`src/rtl/conv_seq_pkg.sv`:
```
// Shared definitions for the convolution frame sequencer: phase codes,
// FSM state encoding and the fixed block/settle counts.
package conv_seq_pkg;

  typedef enum logic [1:0] {
    PH_LOAD = 2'b00,
    PH_PROC = 2'b01,
    PH_OUT  = 2'b10,
    PH_IDLE = 2'b11
  } phase_t;

  typedef enum logic [3:0] {
    IDLE   = 4'd0,
    L_SET  = 4'd1,
    L_REQ  = 4'd2,
    L_PUL  = 4'd3,
    P_SET  = 4'd4,
    P_WAIT = 4'd5,
    P_PUL  = 4'd6,
    O_SET  = 4'd7,
    O_REQ  = 4'd8,
    O_PUL  = 4'd9,
    DONE   = 4'd10
  } state_t;

  localparam int SET_CYCLES = 2;
  localparam int OUT_BLKS   = 2;
  localparam int STEP_BLKS  = 2;

  function automatic phase_t state_phase(input state_t s);
    phase_t p;
    case (s)
      L_SET, L_REQ, L_PUL:  p = PH_LOAD;
      P_SET, P_WAIT, P_PUL: p = PH_PROC;
      O_SET, O_REQ, O_PUL:  p = PH_OUT;
      default:              p = PH_IDLE;
    endcase
    return p;
  endfunction

  function automatic logic is_set_state(input state_t s);
    return (s == L_SET) || (s == P_SET) || (s == O_SET);
  endfunction

  function automatic logic is_pul_state(input state_t s);
    return (s == L_PUL) || (s == P_PUL) || (s == O_PUL);
  endfunction

endpackage

```
`src/rtl/chblk_strobe.sv`:
```
// Settle timer for the *_SET states and the change-block strobe generator;
// the strobe is suppressed if a pulse state were ever entered back to back.
module chblk_strobe
  import conv_seq_pkg::*;
(
  input  logic clk,
  input  logic rst,
  input  logic in_set,
  input  logic in_pul,
  output logic settled,
  output logic chblk
);

  localparam int SW = $clog2(SET_CYCLES + 1);

  logic [SW-1:0] settle_cnt_reg;
  logic          strobe_q_reg;

  // settled rises on the last SET cycle so the FSM leaves after exactly SET_CYCLES
  assign settled = in_set && (settle_cnt_reg == SW'(SET_CYCLES - 1));

  always_ff @(posedge clk or posedge rst) begin
    if (rst) begin
      settle_cnt_reg <= '0;
    end else if (in_set && !settled) begin
      settle_cnt_reg <= settle_cnt_reg + 1'b1;
    end else begin
      settle_cnt_reg <= '0;
    end
  end

  assign chblk = in_pul && !strobe_q_reg;

  always_ff @(posedge clk or posedge rst) begin
    if (rst) begin
      strobe_q_reg <= 1'b0;
    end else begin
      strobe_q_reg <= chblk;
    end
  end

endmodule

```
`src/rtl/conv_seq.sv`:
```
// Convolution frame sequencer: LOAD/PROC/OUT iterations with change-block strobes.
// Optional i_abort input when CONV_SEQ_ABORT_EN is defined.
module conv_seq
  import conv_seq_pkg::*;
#(
  parameter int N   = 16,
  parameter int ITW = 16
) (
  input  logic           clk,
  input  logic           rst,
  input  logic           i_start,
  input  logic [ITW-1:0] i_niter,
  input  logic           i_blk_ack,
  input  logic           i_proc_done,
`ifdef CONV_SEQ_ABORT_EN
  input  logic           i_abort,
`endif
  output logic           o_sop,
  output logic           o_eop,
  output logic           o_chblk,
  output logic           o_blk_req,
  output logic           o_busy,
  output logic           o_done
);

  localparam int BW = $clog2(N + 1);
  localparam logic [BW-1:0] LOAD_FIRST_LAST = BW'(N - 1);
  localparam logic [BW-1:0] LOAD_STEP_LAST  = BW'(STEP_BLKS - 1);
  localparam logic [BW-1:0] OUT_LAST        = BW'(OUT_BLKS - 1);

  state_t         state_reg, state_next;
  logic [BW-1:0]  blk_cnt_reg, blk_cnt_next;
  logic [ITW-1:0] iter_cnt_reg, iter_cnt_next;
  logic           first_iter_reg, first_iter_next;

  logic   in_set;
  logic   in_pul;
  logic   settled;
  logic   load_last;
  phase_t phase;

  chblk_strobe u_strobe (
    .clk     (clk),
    .rst     (rst),
    .in_set  (in_set),
    .in_pul  (in_pul),
    .settled (settled),
    .chblk   (o_chblk)
  );

  assign in_set = is_set_state(state_reg);
  assign in_pul = is_pul_state(state_reg);

  // the first iteration fills the whole kernel window; later ones only slide it
  assign load_last = first_iter_reg ? (blk_cnt_reg == LOAD_FIRST_LAST)
                                    : (blk_cnt_reg == LOAD_STEP_LAST);

  always_ff @(posedge clk or posedge rst) begin
    if (rst) begin
      state_reg      <= IDLE;
      blk_cnt_reg    <= '0;
      iter_cnt_reg   <= '0;
      first_iter_reg <= 1'b0;
    end else begin
      state_reg      <= state_next;
      blk_cnt_reg    <= blk_cnt_next;
      iter_cnt_reg   <= iter_cnt_next;
      first_iter_reg <= first_iter_next;
    end
  end

  always_comb begin
    state_next      = state_reg;
    blk_cnt_next    = blk_cnt_reg;
    iter_cnt_next   = iter_cnt_reg;
    first_iter_next = first_iter_reg;

    case (state_reg)
      IDLE: begin
        if (i_start) begin
          if (i_niter != '0) begin
            state_next      = L_SET;
            iter_cnt_next   = i_niter;
            blk_cnt_next    = '0;
            first_iter_next = 1'b1;
          end else begin
            state_next = DONE;
          end
        end
      end
      L_SET: if (settled) state_next = L_REQ;
      L_REQ: if (i_blk_ack) state_next = L_PUL;
      L_PUL: begin
        if (load_last) begin
          state_next      = P_SET;
          blk_cnt_next    = '0;
          first_iter_next = 1'b0;
        end else begin
          state_next   = L_REQ;
          blk_cnt_next = blk_cnt_reg + 1'b1;
        end
      end
      P_SET:  if (settled) state_next = P_WAIT;
      P_WAIT: if (i_proc_done) state_next = P_PUL;
      P_PUL:  state_next = O_SET;
      O_SET:  if (settled) state_next = O_REQ;
      O_REQ:  if (i_blk_ack) state_next = O_PUL;
      O_PUL: begin
        if (blk_cnt_reg == OUT_LAST) begin
          blk_cnt_next  = '0;
          iter_cnt_next = iter_cnt_reg - 1'b1;
          state_next    = (iter_cnt_reg == ITW'(1)) ? DONE : L_SET;
        end else begin
          state_next   = O_REQ;
          blk_cnt_next = blk_cnt_reg + 1'b1;
        end
      end
      DONE: begin
        state_next      = IDLE;
        blk_cnt_next    = '0;
        iter_cnt_next   = '0;
        first_iter_next = 1'b0;
      end
      default: state_next = IDLE;
    endcase

`ifdef CONV_SEQ_ABORT_EN
    // DONE is excluded so an abort held high cannot stretch the done pulse
    if (i_abort && (state_reg != IDLE) && (state_reg != DONE)) begin
      state_next      = DONE;
      blk_cnt_next    = '0;
      iter_cnt_next   = '0;
      first_iter_next = 1'b0;
    end
`endif
  end

  assign phase     = state_phase(state_reg);
  assign o_sop     = phase[0];
  assign o_eop     = phase[1];
  assign o_blk_req = (state_reg == L_REQ) || (state_reg == O_REQ);
  assign o_busy    = (state_reg != IDLE);
  assign o_done    = (state_reg == DONE);

endmodule

```
`config.mk`:
```
export PLATFORM = sky130hd
export DESIGN_NAME = conv_seq
export DESIGN_NICKNAME = d
export VERILOG_FILES = /design/src/rtl/conv_seq_pkg.sv /design/src/rtl/chblk_strobe.sv /design/src/rtl/conv_seq.sv
export SDC_FILE = /design/constraint.sdc
export NUM_CORES = 1
export LEC_CHECK = 0
export ABC_AREA = 1
export BUFFER_PORTS_ARGS = -buffer_cell sky130_fd_sc_hd__buf_2
export CAP_MARGIN = 20
export CELL_PAD_IN_SITES_DETAIL_PLACEMENT = 0
export CELL_PAD_IN_SITES_GLOBAL_PLACEMENT = 2
export CORE_ASPECT_RATIO = 0.7
export CORE_MARGIN = 2
export CORE_UTILIZATION = 28
export CTS_CLUSTER_DIAMETER = 150
export CTS_CLUSTER_SIZE = 30
export DETAILED_ROUTE_END_ITERATION = 7
export HOLD_SLACK_MARGIN = 0.1
export PLACE_DENSITY_LB_ADDON = 0.1
export SYNTH_ARGS = -nofsm -noshare
export SYNTH_HDL_FRONTEND = slang
export SYNTH_SLANG_ARGS = --single-unit
```
`constraint.sdc`:
```
create_clock -name clk -period 1.7 [get_ports clk]
set_clock_uncertainty 0.15 [all_clocks]
set_input_delay 0.17 -clock clk [delete_from_list [all_inputs] [get_ports clk]]
set_output_delay 0.17 -clock clk [all_outputs]
set_load 0.1 [all_outputs]
```
# After elaboration in Yosys (flattened, before gate mapping)
# Memories as Yosys holds them, arrays and structs flattened.
# Cells that the tools add are included.
# word_totals
wordCells,81
memories,1
rom_bits,32
register_bits,29
output_inout_bits,6
# op_classes
eq_ne,24
addsub,3
mux,27
n_reduce_logical,20
# mem_list
memory,depth,word_bits,rd,rd_clocked_by_memory_dff,write_ports,line_no,text
(name not given),16,2,1,0,0,conv_seq_pkg.sv:32,case (s)
# ops
op,n
$mux 16,3
$pmux 16 s3,1
$mux 4,10
$pmux 4 s10,1
$mux 5,4
$pmux 5 s4,1
$eq 16x1->1 const B,1
$eq 4x3->1 const B,4
$reduce_bool 16->1,1
$sub 16x1->16 const B,1
$eq 4x4->1 const B,3
$ne 2x2->1 const B,6
$eq 4x2->1 const B,2
$ne 2x1->1 const B,4
$reduce_and 4->1,2
$reduce_bool 4->1,2
$reduce_and 7->1,1
$reduce_bool 3->1,2
$add 5x1->5 const B,1
$eq 5x1->1 const B,1
$eq 5x4->1 const B,1
$logic_or 1x1->1,5
$eq 4x1->1 const B,1
$logic_not 4->1,1
9 further kinds,15

# Logic depth before layout (Yosys ltp)
# Gate-level depths: netlist of run 1.
# depth
depth_word,7
mapped_depth,11
mapped_depth_nobuf,11

# Modules after synthesis
# Synthesis of run 1 repeated with hierarchy kept, for this count alone.
# hier_totals
cells_unflattened,369
hier_area_um2,2277.2
# by_module_without_submodules
mod,instances,cells_each,area_each_um2
conv_seq,1,355,2152.1
chblk_strobe,1,14,125.1

# Worst setup path after synthesis of run 1
# No wires, ideal clock.
# synth_timing
path_type,register -> register
from,register state_reg[2]
to,register iter_cnt_reg[4]
setup_ps,117
period_less_slack_ps,2785
stages_incl_launch_ff,10
path_buffers,1
setup_slack_ps,-1085
arrival_time_ps,2518
cell_sequence,dfrtp_1 > inv_1 > nand2_2 > nor2_1 > nor2_2 > buf_2 > nand2_1 > nand2_1 > nand2_1 > nand2_1
# synth_via
elab_chain_cells,3
# synth_rtl
item,line_no,text
start: declaration,conv_seq.sv:31,"state_t state_reg, state_next;"
start signal: assignment,conv_seq.sv:65,state_reg <= state_next;
$eq 4x4->1 (*),n/a,
via o_done,conv_seq.sv:23,output logic o_done
$reduce_bool 3->1 (no line),n/a,
$reduce_and 4->1 (no line),n/a,
end signal: assignment,conv_seq.sv:67,iter_cnt_reg <= iter_cnt_next;
end: declaration,conv_seq.sv:33,"logic [ITW-1:0] iter_cnt_reg, iter_cnt_next;"
# The timed path passes the listed nets; every way through them passes the cells marked *.
# A chain may end at the register's enable or synchronous reset.

# Worst setup path after layout of run 1
# layout_timing
from,register state_reg[0]
to,register iter_cnt_reg[5]
# layout_via
elab_chain_cells,3
# layout_rtl
item,line_no,text
$eq 4x4->1 or $logic_not 4->1 (tied branches),conv_seq.sv:78,case (state_reg)
$ne 2x1->1 (no line) (tied with other cells),n/a,
$reduce_and 4->1 (no line),n/a,
# Parallel ways exist; a longest one is shown, timed or not.

==> key figures, run 1 <==
Floorplanning
  – Die height: between 70 and 80 um
  – CORE AREA: 0.00784 mm^2
  – Initial Util: 28.8%
  – Std cell rows: 27
  – Full die area: between 0.008 and 0.009 mm^2
  – Die width: 111 um
  – Io pins: 27

Pwr
  – NetSw: 3.93 mW
  – Reg power frac: 17.2%
  – Peak supply drop: 866 uV
  – Leak: 2.08 nW
  – Pwr/cell area: a little over 2000 mW/mm^2
  – Clk pwr share: 11.6%
  – Cell internal pwr: about 4.2 mW
  – Combinational Power Share: 71.2%
  – Sw frac: 48.5%

Timing
  – Slew HR: 71.0%
  – Final hold viol count: 0
  – Hold Slack: 122 ps
  – Least-Margin Pin Slew: 435 ps
  – Fmax: roughly 530 MHz
  – Slew Viols, Final: 0
  – Minimum clock period: roughly 1900 ps
  – Setup_tns: -4090 ps
  – Setup Viol. Count Final: 32
  – Unrepaired setup endpoints after global routing: true
  – Min setup slack post-route: -193 ps
  – Final Cycle Share: 111%

Logic synthesis
  – Leading area contributor after synthesis: dfrtp_1
  – Library cells used by synthesis: 27
  – Asr flop ratio synth: 100%
  – Synth Flop Type: dfrtp_1
  – Post-Synthesis Cell Area: approximately 0.0023 mm^2
  – EDFF count, synth: 0
  – Post-Syn Area per Cell: 6.09 um^2
  – Synth Net Count: 398
  – Count leader, synth: nand2_1
  – Yosys warnings: 0
  – Synth top area share: 32.1%
  – Seq/Total Area, Yosys: between 30% and 40%
  – Synth top area cells: dfrtp_1 (32%), nand2_1 (27%), nand3_1 (8.2%), nor2_1 (8.0%), inv_1 (7.6%)
  – Post-Synthesis Cells: 371
  – Post-synthesis register bit count: 29
  – Synth top cells by count: nand2_1 (163), nor2_1 (48), inv_1 (46)

Critical path
  – Crit path DAT: between 1500 and 2000 ps
  – R2R setup slack: -190 ps
  – Reg-to-Reg Start: state_reg[0]
  – CP Depth: 9
  – Worst setup SP type: register
  – Top Family by Delay on Critical Path: simple AND/OR/NAND/NOR gates
  – Buf/Inv on CP: 3
  – Worst setup EP type: register
  – Largest stage delay, worst path: 490 ps
  – Worst Path Required: 1710 ps
  – R2r endpoint: iter_cnt_reg[5]
  – Worst path slowest cell: dfrtp_2
  – Critical path peak fanout: 8
  – Type of the worst setup path: reg2reg
  – CP dominant cell by count: buf_6
  – Worst path cell trace: nor2_4 -> nand2_8 -> buf_6 -> buf_6 -> nand3_4 -> nand4_4 -> clkbuf_16 -> nand2_2 -> nand2_1
  – Reg2reg path depth: 9

Clocking
  – Root Driver: clkbuf_16
  – Skew-Pair Late Insertion Delay: about 270 ps
  – Register clock-pin slew on the reported worst setup and hold paths: ~50 ps
  – CTS tree: done
  – CTS Sinks: 29
  – Clock buffer depth: 2
  – H-Tree Level Count: 2
  – Num CTS Buffers: 5

Outcome
  – Failing checks: negative setup slack
  – Outcome: finished with violations

Global route
  – Global-route wire length before repair: 13,000 um
  – Overall routing resource usage: 18.6%
  – Initial antenna violation count: 0
  – Vias in the first global route: 2,594
  – Largest net degree at the start of global routing: 30
  – GRT overflow: 0

Hold path
  – Hold_sp: i_niter[0]
  – Min-Delay Endpoint: iter_cnt_reg[0]
  – Worst Hold Class: in2reg
  – Worst Hold Depth: 5

Detailed routing
  – DR vias/cell: about 4.4
  – DR vias: 2,583
  – DR DRC count: 0
  – Final WL: 7960 um
  – 1st-pass router iterations: 4
  – First DRT Iteration DRCs: 97
  – ANT nets after route: 0
  – Avg WL per Cell: between 10 and 15 um

Finish
  – Filler cell count: between 700 and 800
  – # diodes: 0
  – Nets: slightly above 500
  – Fin area: 0.00401 mm^2
  – Fin util: around half
  – Layout cells sized above 1: 40.7%
  – Fin cells: 593
  – Max FFs per register: 16
  – P&R area growth vs syn: 77.5%

Place
  – Buffers on Ports: 26
  – Placed inst area: 0.00298 mm^2
  – Dpl cells: 539
  – Global placement routability congestion: 0.753
  – Post-DP HPWL: between 5000 and 6000 um

Flow run
  – Max Cap Viol: 0
worst max-delay path by stage:
stage               slack (ps)               to            from
global route              -260          o_chblk    state_reg[0]
global placement          -180   blk_cnt_reg[2]  blk_cnt_reg[0]
finish                    -190  iter_cnt_reg[5]    state_reg[0]
detailed placement        -170  iter_cnt_reg[3]    state_reg[1]
CTS                       -200          o_chblk    state_reg[0]
floorplan                 -230            o_sop    state_reg[1]
worst min-delay path, delay by kind of cell:
family	cells	cell delay, ps
and+or+nand+nor	2	120
AOI/OAI and AO/OA	1	70
buffers and inverters	2	150
cells in the final DEF (no fill, tap or decap), drive strengths merged:
master and n:
nand2 169, buf 100, nor2 53, inv 47, nand3 39, dfrtp 29, dlygate4sd3 15, clkbuf 9
a21oi 6, ha 6, o21ai 5, nand4 3, o22ai 2, o21bai 2, nand3b 2, xnor2 1
a21o 1, clkinvlp 1, or2 1, clkinv 1
stage by stage:
stage                     total power, mW  setup WS, ps
after detailed placement             5.49          -175
after global placement               5.47          -184
after global routing                 8.75          -261
after floorplan                      4.00          -234
after CTS                            7.22          -205
final                                8.11          -193
routing by layer:
layer  track usage [%]  share of wire (%)
met5                 0                  0
met1              28.5                 55
met3              3.13                4.1
met4              3.09               0.29
met2              27.6                 41
kinds of logic after synthesis:
kind of cell	after synthesis	synth area share (%)
AOI/OAI and AO/OA	16	3.98
DFF	29	32.1
buffers and inverters	52	9.24
and+or+nand+nor	267	51.0
xor gates and xnor gates	1	0.387
adders and majority gates	6	3.32
repair_timing:
item,CTS,global route
hold buffers,15,0
endpoints found under the hold margin,43,0
pin swaps,22,25
setup buffers,19,13
cloned,0,2
endpoints found under the setup margin,32,32
resized for setup,57,60
power by group through the flow:
stage | combinational [mW] | clock [mW] | sequential, mW
after floorplan | 2.72 | 0 | 1.28
after detailed placement | 4.15 | 0 | 1.34
after global routing | 6.30 | 0.996 | 1.45
final | 5.78 | 0.941 | 1.39
after CTS | 4.90 | 0.962 | 1.36
after global placement | 4.13 | 0 | 1.34
area by class of cell:
type | instances | area (um^2) | area share [%]
Sequential cell | 29 | 731 | 18.2
Multi-Input combinational cell | 290 | 1700 | 42.4
Clock inverter | 1 | 5.00 | 0.125
Timing Repair Buffer | 117 | 1110 | 27.6
Clock buffer | 7 | 153 | 3.80
Tap cell | 101 | 126 | 3.15
Inverter | 48 | 189 | 4.71
Note: power is estimated with default switching activity, not from simulation.
==> inputs of run 2 (changes only) <==
--- a/config.mk
+++ b/config.mk
@@ -6,16 +6,16 @@
 export NUM_CORES = 1
 export LEC_CHECK = 0
 export ABC_AREA = 1
-export BUFFER_PORTS_ARGS = -buffer_cell sky130_fd_sc_hd__buf_2
 export CAP_MARGIN = 20
 export CELL_PAD_IN_SITES_DETAIL_PLACEMENT = 0
 export CELL_PAD_IN_SITES_GLOBAL_PLACEMENT = 2
 export CORE_ASPECT_RATIO = 0.7
 export CORE_MARGIN = 2
-export CORE_UTILIZATION = 28
+export CORE_UTILIZATION = 30
 export CTS_CLUSTER_DIAMETER = 150
 export CTS_CLUSTER_SIZE = 30
 export DETAILED_ROUTE_END_ITERATION = 7
+export DONT_BUFFER_PORTS = 1
 export HOLD_SLACK_MARGIN = 0.1
 export PLACE_DENSITY_LB_ADDON = 0.1
 export SYNTH_ARGS = -nofsm -noshare
==> run 2 against run 1 <==
The flow still finishes with violations (negative setup slack). Cell area down 12%. Sequential power down 4%. Hold slack better by 28 ps. Routed wire length down 4.8%.
==> key figures, run 2 (synthesis results as in run 1) <==
Timing
  – Least-Margin Pin Slew: between 400 and 500 ps
  – Unrepaired setup endpoints after global routing: true
  – Minimum clock period: 1950 ps
  – Fmax: 514 MHz
  – Final hold viol count: 0
  – Setup_tns: -2850 ps
  – Min setup slack post-route: -245 ps
  – Slew HR: 71.0%
  – Setup Viol. Count Final: 25
  – Slew Viols, Final: 0
  – Final Cycle Share: 114%

Global route
  – Overall routing resource usage: a little under a fifth
  – Largest net degree at the start of global routing: 30
  – GRT overflow: 0
  – Global-route wire length before repair: 12,100 um
  – Vias in the first global route: 2,429
  – Initial antenna violation count: 0

Place
  – Buffers on Ports: 0
  – Global placement routability congestion: 0.858
  – Placed inst area: slightly below 0.003 mm^2
  – Dpl cells: 516
  – Post-DP HPWL: ~5300 um

Clocking
  – CTS Sinks: 29
  – Num CTS Buffers: 5
  – Skew-Pair Late Insertion Delay: around 290 ps
  – H-Tree Level Count: 2
  – Clock buffer depth: 2
  – CTS tree: done
  – Root Driver: clkbuf_8
  – Register clock-pin slew on the reported worst setup and hold paths: 70 ps

Detailed routing
  – 1st-pass router iterations: 4
  – Final WL: ~7600 um
  – DR vias/cell: around 4.5
  – First DRT Iteration DRCs: 89
  – Avg WL per Cell: roughly 14 um
  – DR vias: 2,496
  – ANT nets after route: 0
  – DR DRC count: 0

Flow run
  – Max Cap Viol: 0

Finish
  – # diodes: 0
  – Fin area: about 0.0035 mm^2
  – Max FFs per register: 16
  – Commonest non-fill, non-tap cells in the layout: nand2_1 (148), buf_4 (46), nor2_1 (40)
  – Layout cells sized above 1: approximately 30%
  – P&R area growth vs syn: 56.7%
  – Commonest non-fill, non-tap cell in the layout: nand2_1
  – Fin cells: around 560
  – Nets: ~490

Floorplanning
  – CORE AREA: about 0.0073 mm^2
  – Full die area: 0.00826 mm^2
  – Io pins: 27
  – Std cell rows: 26
  – Die height: approximately 77 um
  – Initial Util: 31.0%
  – Die width: 108 um

Critical path
  – Worst setup SP type: register
  – Worst setup EP type: output port
  – Type of the worst setup path: reg2out
  – Critical path peak fanout: 6
  – Crit path DAT: approximately 1600 ps
  – Worst Path Required: approximately 1400 ps

Pwr
  – Pwr/cell area: 2000 mW/mm^2
  – Peak supply drop: 1080 uV
  – Design Power: 7.07 mW
  – Leak: 1.85 nW

Outcome
  – Failing checks: negative setup slack
  – Outcome: finished with violations

Hold path
  – Worst Hold Class: in2reg
-- run 2: per-layer routing --
metal | GRT usage [%] | part of all wire [%] | up-vias
li1 | - | - | 1317
met4 | 2.69 | 0.28 | 0
met3 | 3.34 | 4.0 | 2
met2 | 25.9 | 40 | 41
met5 | 0 | 0 | -
met1 | 30.5 | 56 | 1136
-- run 2: final timing paths --
path | start | endpoint | slack, ps | cells past startpoint
hold reg to reg | u_strobe.settle_cnt_reg[0] | u_strobe.settle_cnt_reg[0] | 280 | 1
setup / recovery | state_reg[1] | o_chblk | -250 | 7
max in group asynchronous | rst | state_reg[1] | 780 | 3
min in group asynchronous | rst | blk_cnt_reg[0] | 270 | 3
hold / removal | i_start | first_iter_reg | 150 | 5
setup reg to reg | state_reg[2] | state_reg[1] | -160 | 12
-- run 2: report_power, final --
part | total, mW | switching (mW) | internal, mW
Clock | 0.652 | 0.286 | 0.366
Sequential | 1.34 | 0.341 | 1.00
Combinational | 5.07 | 2.95 | 2.12
Total | 7.07 | 3.58 | 3.49
-- run 2: worst max-delay path, stage by stage (launching register included) --
cell	delay, ps
dfrtp_2	470
inv_2	130
nand2_8	70
nor2_8	140
inv_4	60
a21o_1	200
clkinvlp_4	90
buf_12	170
-- run 2: repair_timing --
item	CTS	global route
resized for setup	31	43
endpoints found under the hold margin	46	0
hold buffers	18	0
setup endpoints to repair	28	31
cloned	0	1
setup buffers	12	3
pin swaps	11	19
-- run 2: per-stage QoR --
stage	utilization, %	worst slack [ps]	hold WS (ps)
final	48.6	-245	149
after CTS	46.2	-225	173
after global placement	39.6	-49.0	29.0
after floorplan	-	-234	98.0
after detailed placement	39.6	-35.9	23.1
after global routing	48.6	-278	192
-- run 2: final cells by class --
type | count | area [um^2]
repair buffers | 84 | 856
fillers | 750 | 3740
clock buffers | 7 | 96.3
clock inverters | 1 | 5.00
inverters | 48 | 194
flip-flops and latches | 29 | 731
well taps | 98 | 123
multi-input cells | 290 | 1540
==> inputs of run 3 (changes only) <==
--- a/config.mk
+++ b/config.mk
@@ -17,7 +17,7 @@
 export DETAILED_ROUTE_END_ITERATION = 7
 export DONT_BUFFER_PORTS = 1
 export HOLD_SLACK_MARGIN = 0.1
-export PLACE_DENSITY_LB_ADDON = 0.1
+export PLACE_DENSITY = 0.87
 export SYNTH_ARGS = -nofsm -noshare
 export SYNTH_HDL_FRONTEND = slang
 export SYNTH_SLANG_ARGS = --single-unit
==> run 3 against run 2 <==
The run still ends with negative setup slack left. Hold slack improved by 30 ps. Non-clock buffer count fell by 3. Final cell count fell by 0.36%. Setup slack worse by 26 ps. Global-route usage rose by 0.17 points. Die area is the same. Combinational power grew 2%. Clock power shrank 6.7%. Routed wire length down 0.45%. Count of clock-buffer cells in the layout rose by 1. Highest routed layer unchanged.
==> key figures, run 3 (synthesis results as in run 1) <==
Global route
  – Global Route met3 Usage: 3.42%
  – Overall routing resource usage: 19.0%
  – M2 GR Usage: 28.9%
  – Global-route wire length before repair: 12,400 um
  – GRT overflow: 0
  – Initial antenna violation count: 0
  – Grt peak-use layer: met2
  – GRT met1 Usage: 27.5%
  – Vias in the first global route: 2,500
  – Largest net degree at the start of global routing: 30

Critical path
  – Type of the worst setup path: reg2out
  – Worst Path Required: 1380 ps
  – Critical path peak fanout: 4
  – Worst path cell trace: inv_2 -> buf_4 -> nor2_4 -> inv_1 -> nor2_4 -> nand3b_1 -> buf_12
  – Buf/Inv on CP: 4
  – Worst setup EP type: output port
  – Crit path DAT: 1650 ps
  – Worst path slowest cell: dfrtp_2
  – Reg-to-Reg Start: state_reg[3]
  – Worst setup SP type: register
  – Top Family by Delay on Critical Path: buffers and inverters
  – Worst setup path start: state_reg[2]
  – Largest stage delay, worst path: 420 ps
  – CP dominant cell by count: nor2_4

Timing
  – Unrepaired setup endpoints after global routing: true
  – Setup Viol. Count Final: 31
  – Final hold viol count: 0
  – Slew Viols, Final: 0
  – Least-Margin Pin Slew: between 400 and 500 ps
  – Slew HR: 72.7%
  – Final Cycle Share: 116%
  – Min setup slack post-route: -272 ps
  – Minimum clock period: 1970 ps
  – Fmax: 507 MHz

Hold path
  – Hold_sp: i_proc_done
  – Worst Hold Class: in2reg

Detailed routing
  – DR vias: 2,576
  – 1st-pass router iterations: 4
  – Final WL: 7540 um
  – ANT nets after route: 0
  – DR vias/cell: about 4.6
  – Avg WL per Cell: roughly 14 um
  – DR DRC count: 0
  – First DRT Iteration DRCs: between 100 and 150

Finish
  – Nets: between 400 and 500
  – Fin cells: 555
  – Layout cells sized above 1: 31.7%
  – Seq. cell area: 731 um^2
  – Filler cell count: 735
  – Max FFs per register: 16
  – Commonest non-fill, non-tap cell in the layout: nand2_1
  – Area of the multi-input gates: 0.00157 mm^2
  – Fin area: roughly 0.0035 mm^2
  – P&R area growth vs syn: 56.9%
  – # diodes: 0
  – Commonest non-fill, non-tap cells in the layout: nand2_1 (130), buf_4 (44), inv_1 (40)

Place
  – Dpl cells: between 500 and 600
  – Placed inst area: 0.00275 mm^2
  – Global placement routability congestion: 0.842
  – Buffers on Ports: 0
  – Post-DP HPWL: 4950 um

Floorplanning
  – Std cell rows: 26
  – CORE AREA: between 0.007 and 0.008 mm^2
  – Initial Util: 31.0%
  – Full die area: 0.00826 mm^2
  – Io pins: 27
  – Die width: 108 um
  – Die height: 76.6 um

Clocking
  – CTS tree: done
  – Skew-Pair Late Insertion Delay: 280 ps
  – Num CTS Buffers: 5
  – Clock buffer depth: 2
  – H-Tree Level Count: 2
  – Register clock-pin slew on the reported worst setup and hold paths: 70 ps
  – CTS Sinks: 29
  – Root Driver: clkbuf_8

Pwr
  – Peak supply drop: 1050 uV
  – Leak: 1.85 nW
  – Pwr/cell area: 2010 mW/mm^2

Flow run
  – Max Cap Viol: 0

Outcome
  – Failing checks: negative setup slack
  – Outcome: finished with violations
[run 3: path summary, 6_finish.rpt]
kind | endpoint | slack (ps) | cells after the start
min in group asynchronous | blk_cnt_reg[2] | 270 | 3
max | o_sop | -270 | 7
min | state_reg[2] | 180 | 6
max in group asynchronous | state_reg[3] | 820 | 3
min reg2reg | u_strobe.settle_cnt_reg[0] | 280 | 1
max reg2reg | iter_cnt_reg[6] | -130 | 9
[run 3: report_power, final]
group          internal (mW)  switching [mW]
combinational           2.17            3.00
sequential              1.00           0.353
clock                  0.330           0.278
total                   3.51            3.63
[run 3: worst min-delay path, delay by kind of cell]
kind | cells | cell delay (ps)
simple gates | 5 | 340
compound gates | 1 | 70
[run 3: area by class of cell]
type,count,area share [%]
clock buffers,8,2.54
inverters,48,5.68
multi-input cells,291,44.2
flip-flops and latches,29,20.6
well taps,98,3.46
repair buffers,81,23.5
[run 3: layer usage]
metal,part of all wire [%],wire length (um)
met1,50,3780
met2,44,3290
met3,4.7,357
met4,1.5,114
met5,0,0
[run 3: repair_timing]
action                     in CTS  in global routing
hold endpoints to repair       47                  0
gates resized for setup        52                 32
pin swaps                      34                 20
cloned                          2                  0
setup buffers                  22                  6
setup endpoints to repair      31                 33
hold buffers                   18                  0
[run 3: per-stage QoR]
step | setup TNS, ps | power (mW) | util, % | setup slack (ps) | hold WS, ps
3_5_place_dp | -3400 | 5.23 | 37.8 | -207 | 25.9
4_1_cts | -4520 | 6.94 | 47.4 | -233 | 176
3_3_place_gp | -2120 | 5.20 | 37.8 | -116 | 22.6
5_1_grt | -5650 | 7.65 | 48.7 | -338 | 204
2_1_floorplan | -3580 | 4.00 | - | -234 | 98.0
6_report | -3470 | 7.14 | 48.7 | -272 | 179
